==> src/rtl/mcp3202_spi_responder.sv <==
// MCP3202 ADC emulator on the chip side of an SPI link. Sample values arrive over AXI-Stream
// and are returned to the SPI initiator in MCP3202 transaction format.
module mcp3202_spi_responder #(
  parameter int          SYNC_STAGES = 2,
  parameter logic [11:0] INIT_CH0    = 12'h800,
  parameter logic [11:0] INIT_CH1    = 12'h800
) (
  input  logic        clk,
  input  logic        rst,
  input  logic        cs,
  input  logic        sck,
  input  logic        mosi,
  output logic        miso,
  output logic        miso_oe,
  input  logic [15:0] s_axis_tdata,
  input  logic        s_axis_tvalid,
  output logic        s_axis_tready,
  output logic        conv_done,
  output logic        abort,
  output logic        cfg_sgl,
  output logic        cfg_odd
);

  localparam int SS = (SYNC_STAGES < 2) ? 2 : SYNC_STAGES;

  typedef enum logic [3:0] {
    ST_IDLE       = 4'd0,
    ST_WAIT_START = 4'd1,
    ST_GET_SGL    = 4'd2,
    ST_GET_ODD    = 4'd3,
    ST_GET_MSBF   = 4'd4,
    ST_NULL       = 4'd5,
    ST_DATA_MSB   = 4'd6,
    ST_DATA_LSB   = 4'd7,
    ST_TRAIL      = 4'd8
  } state_t;

  logic [SS-1:0] cs_sync_q, sck_sync_q, mosi_sync_q;
  logic          sck_prev_q;
  logic [11:0]   ch0_q, ch1_q;
  logic          tready_q;
  state_t        state_q, state_d;
  logic [3:0]    idx_q, idx_d;
  logic [11:0]   tx_word_q, tx_word_d;
  logic          sgl_q, sgl_d, msbf_q, msbf_d;
  logic          b0_sent_q, b0_sent_d, done_q, done_d;
  logic          miso_q, miso_d, miso_oe_q, miso_oe_d;
  logic          conv_done_q, conv_done_d, abort_q, abort_d;
  logic          cfg_sgl_q, cfg_sgl_d, cfg_odd_q, cfg_odd_d;
  logic          cs_s, mosi_s, sck_rise_s, sck_fall_s;
  logic          tdata_unused;

  assign cs_s       = cs_sync_q[SS-1];
  assign mosi_s     = mosi_sync_q[SS-1];
  assign sck_rise_s = sck_sync_q[SS-1] & ~sck_prev_q;
  assign sck_fall_s = ~sck_sync_q[SS-1] & sck_prev_q;
  assign tdata_unused = ^s_axis_tdata[15:13];

  // Pin synchronizers; reset leaves the link looking idle (cs high, sck low).
  always_ff @(posedge clk) begin
    if (rst) begin
      cs_sync_q   <= {SS{1'b1}};
      sck_sync_q  <= {SS{1'b0}};
      mosi_sync_q <= {SS{1'b0}};
      sck_prev_q  <= 1'b0;
    end else begin
      cs_sync_q   <= {cs_sync_q[SS-2:0], cs};
      sck_sync_q  <= {sck_sync_q[SS-2:0], sck};
      mosi_sync_q <= {mosi_sync_q[SS-2:0], mosi};
      sck_prev_q  <= sck_sync_q[SS-1];
    end
  end

  // Channel holding registers fed from the AXI-Stream side.
  always_ff @(posedge clk) begin
    if (rst) begin
      ch0_q    <= INIT_CH0;
      ch1_q    <= INIT_CH1;
      tready_q <= 1'b0;
    end else begin
      tready_q <= 1'b1;
      if (s_axis_tvalid && tready_q) begin
        if (s_axis_tdata[12]) ch1_q <= s_axis_tdata[11:0];
        else                  ch0_q <= s_axis_tdata[11:0];
      end
    end
  end

  // Transaction state and registered outputs.
  always_ff @(posedge clk) begin
    if (rst) begin
      state_q     <= ST_IDLE;
      idx_q       <= 4'd0;
      tx_word_q   <= 12'h000;
      sgl_q       <= 1'b0;
      msbf_q      <= 1'b0;
      b0_sent_q   <= 1'b0;
      done_q      <= 1'b0;
      miso_q      <= 1'b0;
      miso_oe_q   <= 1'b0;
      conv_done_q <= 1'b0;
      abort_q     <= 1'b0;
      cfg_sgl_q   <= 1'b0;
      cfg_odd_q   <= 1'b0;
    end else begin
      state_q     <= state_d;
      idx_q       <= idx_d;
      tx_word_q   <= tx_word_d;
      sgl_q       <= sgl_d;
      msbf_q      <= msbf_d;
      b0_sent_q   <= b0_sent_d;
      done_q      <= done_d;
      miso_q      <= miso_d;
      miso_oe_q   <= miso_oe_d;
      conv_done_q <= conv_done_d;
      abort_q     <= abort_d;
      cfg_sgl_q   <= cfg_sgl_d;
      cfg_odd_q   <= cfg_odd_d;
    end
  end

  // Next-state logic: command bits on sck rises, response bits on sck falls.
  always_comb begin
    state_d     = state_q;
    idx_d       = idx_q;
    tx_word_d   = tx_word_q;
    sgl_d       = sgl_q;
    msbf_d      = msbf_q;
    b0_sent_d   = b0_sent_q;
    done_d      = done_q;
    miso_d      = miso_q;
    miso_oe_d   = miso_oe_q;
    conv_done_d = 1'b0;
    abort_d     = 1'b0;
    cfg_sgl_d   = cfg_sgl_q;
    cfg_odd_d   = cfg_odd_q;
    if (cs_s) begin
      state_d   = ST_IDLE;
      miso_d    = 1'b0;
      miso_oe_d = 1'b0;
      if ((state_q != ST_IDLE) && (state_q != ST_WAIT_START) && !done_q) abort_d = 1'b1;
      else                                                               abort_d = 1'b0;
    end else begin
      case (state_q)
        ST_IDLE: begin
          state_d   = ST_WAIT_START;
          done_d    = 1'b0;
          b0_sent_d = 1'b0;
        end
        ST_WAIT_START: begin
          if (sck_rise_s && mosi_s) state_d = ST_GET_SGL;
          else                      state_d = ST_WAIT_START;
        end
        ST_GET_SGL: begin
          if (sck_rise_s) begin
            sgl_d   = mosi_s;
            state_d = ST_GET_ODD;
          end else begin
            state_d = ST_GET_SGL;
          end
        end
        ST_GET_ODD: begin
          // Holding registers are sampled before any same-cycle AXIS write lands.
          if (sck_rise_s) begin
            tx_word_d = mosi_s ? ch1_q : ch0_q;
            cfg_sgl_d = sgl_q;
            cfg_odd_d = mosi_s;
            state_d   = ST_GET_MSBF;
          end else begin
            state_d = ST_GET_ODD;
          end
        end
        ST_GET_MSBF: begin
          if (sck_rise_s) begin
            msbf_d  = mosi_s;
            state_d = ST_NULL;
          end else begin
            state_d = ST_GET_MSBF;
          end
        end
        ST_NULL: begin
          if (sck_fall_s) begin
            miso_oe_d = 1'b1;
            miso_d    = 1'b0;
            idx_d     = 4'd11;
            state_d   = ST_DATA_MSB;
          end else begin
            state_d = ST_NULL;
          end
        end
        ST_DATA_MSB: begin
          // B0 is shared: the fall after it either ends the word or starts the LSB-first copy at B1.
          if (sck_fall_s && b0_sent_q) begin
            conv_done_d = 1'b1;
            done_d      = 1'b1;
            if (msbf_q) begin
              miso_d  = 1'b0;
              state_d = ST_TRAIL;
            end else begin
              miso_d  = tx_word_q[1];
              idx_d   = 4'd2;
              state_d = ST_DATA_LSB;
            end
          end else if (sck_fall_s) begin
            miso_d = tx_word_q[idx_q];
            if (idx_q == 4'd0) b0_sent_d = 1'b1;
            else               idx_d     = idx_q - 4'd1;
          end else begin
            state_d = ST_DATA_MSB;
          end
        end
        ST_DATA_LSB: begin
          if (sck_fall_s) begin
            miso_d = tx_word_q[idx_q];
            if (idx_q == 4'd11) state_d = ST_TRAIL;
            else                idx_d   = idx_q + 4'd1;
          end else begin
            state_d = ST_DATA_LSB;
          end
        end
        ST_TRAIL: begin
          if (sck_fall_s) miso_d = 1'b0;
          else            miso_d = miso_q;
        end
        default: begin
          state_d   = ST_IDLE;
          miso_d    = 1'b0;
          miso_oe_d = 1'b0;
        end
      endcase
    end
  end

  assign miso          = miso_q;
  assign miso_oe       = miso_oe_q;
  assign s_axis_tready = tready_q;
  assign conv_done     = conv_done_q;
  assign abort         = abort_q;
  assign cfg_sgl       = cfg_sgl_q;
  assign cfg_odd       = cfg_odd_q;

endmodule

==> config.mk <==
export PLATFORM = sky130hd
export DESIGN_NAME = mcp3202_spi_responder
export DESIGN_NICKNAME = d
export VERILOG_FILES = /design/src/rtl/mcp3202_spi_responder.sv
export SDC_FILE = /design/constraint.sdc
export NUM_CORES = 1
export LEC_CHECK = 0
export ABC_AREA = 1
export CAP_MARGIN = 20
export CORE_ASPECT_RATIO = 2
export CORE_MARGIN = 2
export CORE_UTILIZATION = 45
export CTS_BUF_LIST = sky130_fd_sc_hd__clkbuf_2 sky130_fd_sc_hd__clkbuf_4 sky130_fd_sc_hd__clkbuf_8
export CTS_CLUSTER_DIAMETER = 40
export DETAILED_ROUTE_END_ITERATION = 10
export DONT_BUFFER_PORTS = 1
export PLACE_DENSITY = 0.72
export SLEW_MARGIN = 10
export SYNTH_ARGS = -nofsm -noshare
export SYNTH_HDL_FRONTEND = slang
export SYNTH_SLANG_ARGS = --single-unit
==> constraint.sdc <==
create_clock -name clk -period 1.6 [get_ports clk]
set_input_delay 0.4 -clock clk [delete_from_list [all_inputs] [get_ports clk]]
set_output_delay 0.4 -clock clk [all_outputs]
set_load 0.01 [all_outputs]
==> flow_metrics.env, run 1 <==
export IMPL_status="finished clean"
export IMPL_root_buffer="clkbuf_8"
export IMPL_yosys_area_top_type="dfxtp_1"
export IMPL_grt_ovfl_total=0
export IMPL_ys_top_cells_by_area="dfxtp_1 (43%), nand2_1 (13%), nor2_1 (7.2%)"
export IMPL_clock_latency_ns=0.35
export IMPL_routedWlPerCell_um=13.63
export IMPL_p_per_area_nw_per_um2=890.7
export IMPL_cts_num_sinks=62
export IMPL_die_height_um=117.5
export IMPL_fin_util=0.5248
export IMPL_start_kind="flop"
export IMPL_cp_slowest_stage_delay_ns=0.41
export IMPL_drc=0
export IMPL_hold_path_class="primary input to flop"
export IMPL_gp_congestion=0.9215
export IMPL_grt_pass1_vias=2693
export IMPL_finalCritPeriodShare=0.9279
export IMPL_synth_area_um2=2900
export IMPL_path_clk_slew_ns=0.07
export IMPL_async_flop_share=0
export IMPL_htreeDepth=3
export IMPL_die_area_um2=7142
export IMPL_setup_viol=0
export IMPL_drive_above_1_share=0.1799
export IMPL_grt_pass1_wl_um=11360
export IMPL_worstPathMaxFanout=4
export IMPL_yosys_warnings=0
export IMPL_syn_num_nets=430
export IMPL_hp_start="rst"
export IMPL_timing_fmax_mhz=673.5
export IMPL_fin_worst_skew_ns=0.004930
export IMPL_start_util=0.4634
export IMPL_tightest_slew_ns=0.4572
export IMPL_drtIter0Drc=69
export IMPL_area_delta_synth_final_pct=13.24
export IMPL_cp_arrival_ns=1.76
export IMPL_holdWs_ns=0.1153
export IMPL_r2r_end="state_q[2]$_SDFFE_PP0P_"
export IMPL_grt_start_max_net_pins=28
export IMPL_finalMaxSlewViolations=0
export IMPL_min_to="sck_sync_q[1]$_SDFF_PP0_"
export IMPL_num_vias=2652
export IMPL_io_buffers=0
export IMPL_yosys_cell_count_top_type="nand2_1"
export IMPL_ys_ff_latch=62
export IMPL_cp_required_ns=1.88
export IMPL_grt_use_total=0.2135
export IMPL_core_area_um2=6259
export IMPL_crit_family="simple AND/OR/NAND/NOR gates"
export IMPL_nets=448
export IMPL_synth_avg_cell_area_um2=7.161
export IMPL_tns_ns=0
export IMPL_p_leak_uw=0.001426
export IMPL_maxCapViolCount=0
export IMPL_die_width_um=60.77
export IMPL_nFillCells=646
export IMPL_min_path_cells=1
export IMPL_ir_drop_mv=1.096
export IMPL_synth_edf_count=0
export IMPL_rows=41
export IMPL_tritoncts="yes"
export IMPL_timing_critical_path_to_type="flop"
export IMPL_ant_nets=0
export IMPL_max_slew_margin_rel=0.6873
export IMPL_wirelength_um=7006
export IMPL_yosys_area_top_type_share=0.4280
export IMPL_rsz0062_at_grt="false"
export IMPL_clockBufferDepth=2
export IMPL_dr_pass1_iters=4
export IMPL_crit_top_cell="nand2_1"
export IMPL_yosysUniqueCellTypes=35
export IMPL_synth_main_ff_cell="dfxtp_1"
export IMPL_ys_top_cells_by_count="nand2_1 (102), dfxtp_1 (62), nor2_1 (56), o21ai_0 (29), inv_1 (28)"
export IMPL_ios=29
export IMPL_post_dp_hpwl_um=5273
export IMPL_crit_chain="ha_1 -> nand2_1 -> nor2_2 -> nor3_1 -> inv_1 -> nand2_1 -> nor2_1 -> o21ai_0 -> a21oi_1"
export IMPL_r2r_start="idx_q[1]$_SDFFE_PP0P_"
export IMPL_cts_buffers=9
export IMPL_crit_buf_inv=1
export IMPL_syn_instance_count=405
export IMPL_r2r_slack_ns=0.12
export IMPL_via_per_inst=5.160
export IMPL_crit_path_top_delay_cell="dfxtp_1"
export IMPL_fin_crit_ns=1.485
export IMPL_hold_viol=0
export IMPL_diodes=0
export IMPL_grt_antenna_before_repair=0
export IMPL_synth_seq_area_share=0.4280
export IMPL_path_class="flop to flop"
export IMPL_r2r_cells=9
## placed cells by master, fill, tap and decap left out, types with 5 or more instances in the layout
cell type / count
nand2_1: 102
dfxtp_1: 58
nor2_1: 55
o21ai_0: 29
inv_1: 28
nand3_1: 20
buf_4: 20
a21oi_1: 19
a31oi_1: 12
clkbuf_8: 10
inv_2: 8
nor3_1: 6
o21ai_1: 6
nor2_4: 5
## per-layer routing
layer,vias up,GRT usage,wire length [um]
met4,0,0.1590,455
met3,27,0.04396,217
met2,60,0.3905,4003
met5,-,0,0
li1,1351,-,-
met1,1214,0.1831,2329
## power breakdown
group | total, uW | internal, uW | switching [uW]
clock network | 1210 | 630 | 582
registers | 1600 | 1580 | 19.7
logic | 115 | 41.0 | 73.9
total | 2930 | 2250 | 675
## flip-flops by register name (all words and copies together) (netlist names), 2 cells and up
name	cells
tx_word_q	12
sck_sync_q	2
idx_q	4
ch1_q	12
mosi_sync_q	2
ch0_q	12
cs_sync_q	2
state_q	4
## cell type report
type	count	area (um2)	area share
clock buffer	12	152.6	0.04648
clock inverter	4	22.52	0.006857
inverter	38	147.6	0.04495
multi-input combinational	291	1453	0.4423
sequential	62	1246	0.3794
tap	86	107.6	0.03276
timing repair buffer	21	155.1	0.04724
## logic make-up after synthesis
logic type / synth area share
simple gates: 0.3283
compound gates: 0.1471
flops: 0.4280
buf+inv: 0.07765
fa+ha+maj: 0.01294
xor+xnor: 0.006041
## how the worst max path moves through the flow
stage	startpoint	to	slack [ns]	cells after the start
floorplan	idx_q[0]$_SDFFE_PP0P_	idx_q[1]$_SDFFE_PP0P_	0.05	9
global placement	idx_q[1]$_SDFFE_PP0P_	state_q[2]$_SDFFE_PP0P_	0.09	9
detailed placement	idx_q[1]$_SDFFE_PP0P_	state_q[2]$_SDFFE_PP0P_	0.09	9
CTS	idx_q[1]$_SDFFE_PP0P_	state_q[2]$_SDFFE_PP0P_	0.06	9
global route	idx_q[1]$_SDFFE_PP0P_	state_q[1]$_SDFFE_PP0P_	0.003	9
finish	idx_q[1]$_SDFFE_PP0P_	state_q[2]$_SDFFE_PP0P_	0.12	9
## timing repair
item | CTS | global route
gates resized for setup | 0 | 7
buffers inserted | 0 | 3
endpoints found under the hold margin | 0 | 0
setup endpoints to repair | 0 | 11
hold buffers | 0 | 0
## metrics by stage
step	cell area, um2	instances	setup WS, ns	total power, uW
floorplan	2900	405	0.04693	1718
global placement	3065	494	0.09299	1744
detailed placement	3065	494	0.08742	1748
CTS	3241	510	0.06134	2960
global route	3284	514	0.002728	3036
finish	3284	514	0.1153	2926
(Power assumes the default switching activity.)
==> inputs of run 2 (changes only) <==
--- a/config.mk
+++ b/config.mk
@@ -8,13 +8,12 @@
 export ABC_AREA = 1
 export CAP_MARGIN = 20
 export CORE_ASPECT_RATIO = 2
-export CORE_MARGIN = 2
-export CORE_UTILIZATION = 45
+export CORE_MARGIN = 3
+export CORE_UTILIZATION = 30
 export CTS_BUF_LIST = sky130_fd_sc_hd__clkbuf_2 sky130_fd_sc_hd__clkbuf_4 sky130_fd_sc_hd__clkbuf_8
 export CTS_CLUSTER_DIAMETER = 40
 export DETAILED_ROUTE_END_ITERATION = 10
-export DONT_BUFFER_PORTS = 1
-export PLACE_DENSITY = 0.72
+export PLACE_DENSITY = 0.59
 export SLEW_MARGIN = 10
 export SYNTH_ARGS = -nofsm -noshare
 export SYNTH_HDL_FRONTEND = slang
==> run 2 against run 1 <==
Sequential power about the same. Global-route usage down 6.8 points. Register-to-register slack worse by 0.08 ns. Critical path depth down 2. Die area up 53%. Combinational power up 68%. Fmax down 5.1%. First-iteration DRC count up 120%. Critical endpoint is now done_q$_SDFFE_PP0P_. Largest cell class unchanged. Largest power group unchanged.
==> flow_metrics.env, run 2 (same netlist as run 1, synthesis figures left out) <==
export IMPL_grt_use_total=0.1456
export IMPL_holdWs_ns=0.3977
export IMPL_start_kind="flop"
export IMPL_pre_cts_slack_ns=-0.005415
export IMPL_drive_above_1_share=0.1872
export IMPL_ant_nets=0
export IMPL_via_per_inst=4.927
export IMPL_clockBufferDepth=2
export IMPL_cp_required_ns=1.84
export IMPL_hp_start="mosi_sync_q[0]$_SDFF_PP0_"
export IMPL_fin_ws_ns=0.03536
export IMPL_start_util=0.3091
export IMPL_maxCapViolCount=0
export IMPL_nFillCells=1008
export IMPL_path_class="flop to flop"
export IMPL_r2r_end="done_q$_SDFFE_PP0P_"
export IMPL_p_leak_uw=0.001554
export IMPL_min_to="mosi_sync_q[1]$_SDFF_PP0_"
export IMPL_rsz0062_at_grt="true"
export IMPL_cts_buffers=9
export IMPL_layout_cells_non_filler=558
export IMPL_max_slew_margin_rel=0.7291
export IMPL_ios=29
export IMPL_worstPathMaxFanout=5
export IMPL_grt_pass1_vias=2656
export IMPL_die_area_um2=10950
export IMPL_htreeDepth=3
export IMPL_r2r_slack_ns=0.04
export IMPL_root_buffer="clkbuf_8"
export IMPL_reg_top3="ch0_q x12, ch1_q x12, tx_word_q x12"
export IMPL_p_per_area_nw_per_um2=861.0
export IMPL_crit_buf_inv=1
export IMPL_num_vias=2749
export IMPL_final_cell_mix="nand2_1 (100), dfxtp_1 (58), nor2_1 (53)"
export IMPL_drc=0
export IMPL_fin_worst_skew_ns=0.01253
export IMPL_gp_congestion=0.9110
export IMPL_cts_num_sinks=62
export IMPL_tritoncts="yes"
export IMPL_fin_crit_ns=1.565
export IMPL_cp_slowest_stage_delay_ns=0.38
export IMPL_r2r_cells=7
export IMPL_io_buffers=25
export IMPL_ir_drop_mv=0.6580
export IMPL_wirelength_um=7571
export IMPL_grt_antenna_before_repair=0
export IMPL_finalMaxSlewViolations=0
export IMPL_min_path_cells=2
export IMPL_tns_ns=0
export IMPL_seq_area_um2=1246
export IMPL_post_dp_hpwl_um=5631
export IMPL_layout_commonest_cell="nand2_1"
export IMPL_core_area_um2=9384
export IMPL_hold_viol=0
export IMPL_die_width_um=75.53
export IMPL_ctsHoldBuffers=0
export IMPL_rows=50
export IMPL_die_height_um=145.1
export IMPL_status="finished clean"
export IMPL_setup_viol=0
export IMPL_dr_pass1_iters=4
export IMPL_clock_latency_ns=0.35
export IMPL_finalCritPeriodShare=0.9779
export IMPL_area_delta_synth_final_pct=27.01
export IMPL_grt_pass1_wl_um=12070
export IMPL_nets=475
export IMPL_crit_start="state_q[3]$_SDFFE_PP0P_"
export IMPL_cp_arrival_ns=1.81
export IMPL_multiInputGateArea_um2=1508
export IMPL_routedWlPerCell_um=13.57
export IMPL_crit_path_top_delay_cell="dfxtp_1"
export IMPL_hold_path_class="flop to flop"
export IMPL_r2r_start="state_q[3]$_SDFFE_PP0P_"
export IMPL_timing_fmax_mhz=639.1
export IMPL_crit_family="simple AND/OR/NAND/NOR gates"
export IMPL_crit_chain="nor2_2 -> inv_2 -> nor2_1 -> nor2_1 -> nor2_2 -> nand2_1 -> a31o_2"
export IMPL_drtIter0Drc=152
export IMPL_diodes=0
export IMPL_grt_ovfl_total=0
export IMPL_tightest_slew_ns=0.4060
export IMPL_timing_critical_path_to_type="flop"
export IMPL_path_clk_slew_ns=0.08
export IMPL_dp_cells=541
export IMPL_grt_start_max_net_pins=34
-- run 2: cell types whose count changed in the layout (fill, tap and decap cells not counted), sizes merged, moves of 2 or more --
| cell | change |
|---|---|
| clkbuf | -3 |
| buf | +3 |
| dlygate4sd2 | +7 |
| clkinvlp | +3 |
| clkinv | -2 |
| clkdlybuf4s50 | +18 |
-- run 2: per-stage QoR --
step / util / area [um2] / power [uW]
after floorplan: - / 2900 / 1718
after global placement: 0.3629 / 3406 / 1824
after detailed placement: 0.3629 / 3406 / 1827
after CTS: 0.3831 / 3595 / 3216
after global routing: 0.3925 / 3684 / 3305
final: 0.3925 / 3684 / 3172
-- run 2: report_power, final --
group | internal (uW) | switching, uW
Clock | 752 | 629
Combinational | 92.4 | 100
Sequential | 1580 | 19.4
Total | 2420 | 749
-- run 2: worst max-delay path by stage --
stage | to | slack (ns) | cells after the start
after floorplan | idx_q[1]$_SDFFE_PP0P_ | 0.05 | 9
after global placement | ch0_q[9]$_SDFFE_PP0P_ | 0.02 | 6
after detailed placement | ch0_q[9]$_SDFFE_PP0P_ | -0.005 | 6
after CTS | tx_word_q[2]$_SDFFE_PP0P_ | 0.03 | 5
after global routing | done_q$_SDFFE_PP0P_ | -0.01 | 7
final | done_q$_SDFFE_PP0P_ | 0.04 | 7
-- run 2: layer usage --
layer | GRT usage | up-vias | share of wire
met5 | 0 | - | 0
met4 | 0.1235 | 0 | 0.058
met3 | 0.02635 | 28 | 0.024
met2 | 0.2582 | 58 | 0.58
met1 | 0.1304 | 1263 | 0.34
li1 | - | 1400 | -
-- run 2: area by class of cell --
type                       count  share of cell area
clock buffer                  10             0.03736
clock inverter                 5             0.01630
inverter                      38             0.04076
multi-input combinational    291              0.4093
sequential                    62              0.3383
tap                          104             0.03533
timing repair buffer          48              0.1226
-- run 2: repair_timing --
action / in CTS / in global routing
buffers inserted: 0 / 1
resized for setup: 7 / 19
cloned: 0 / 1
pin swaps: 0 / 5
setup endpoints to repair: 7 / 20
-- run 2: worst min-delay path, cell delays in order, from the launching register on --
cell and delay (ns):
dfxtp_1 0.30, inv_1 0.04, nor2_1 0.03
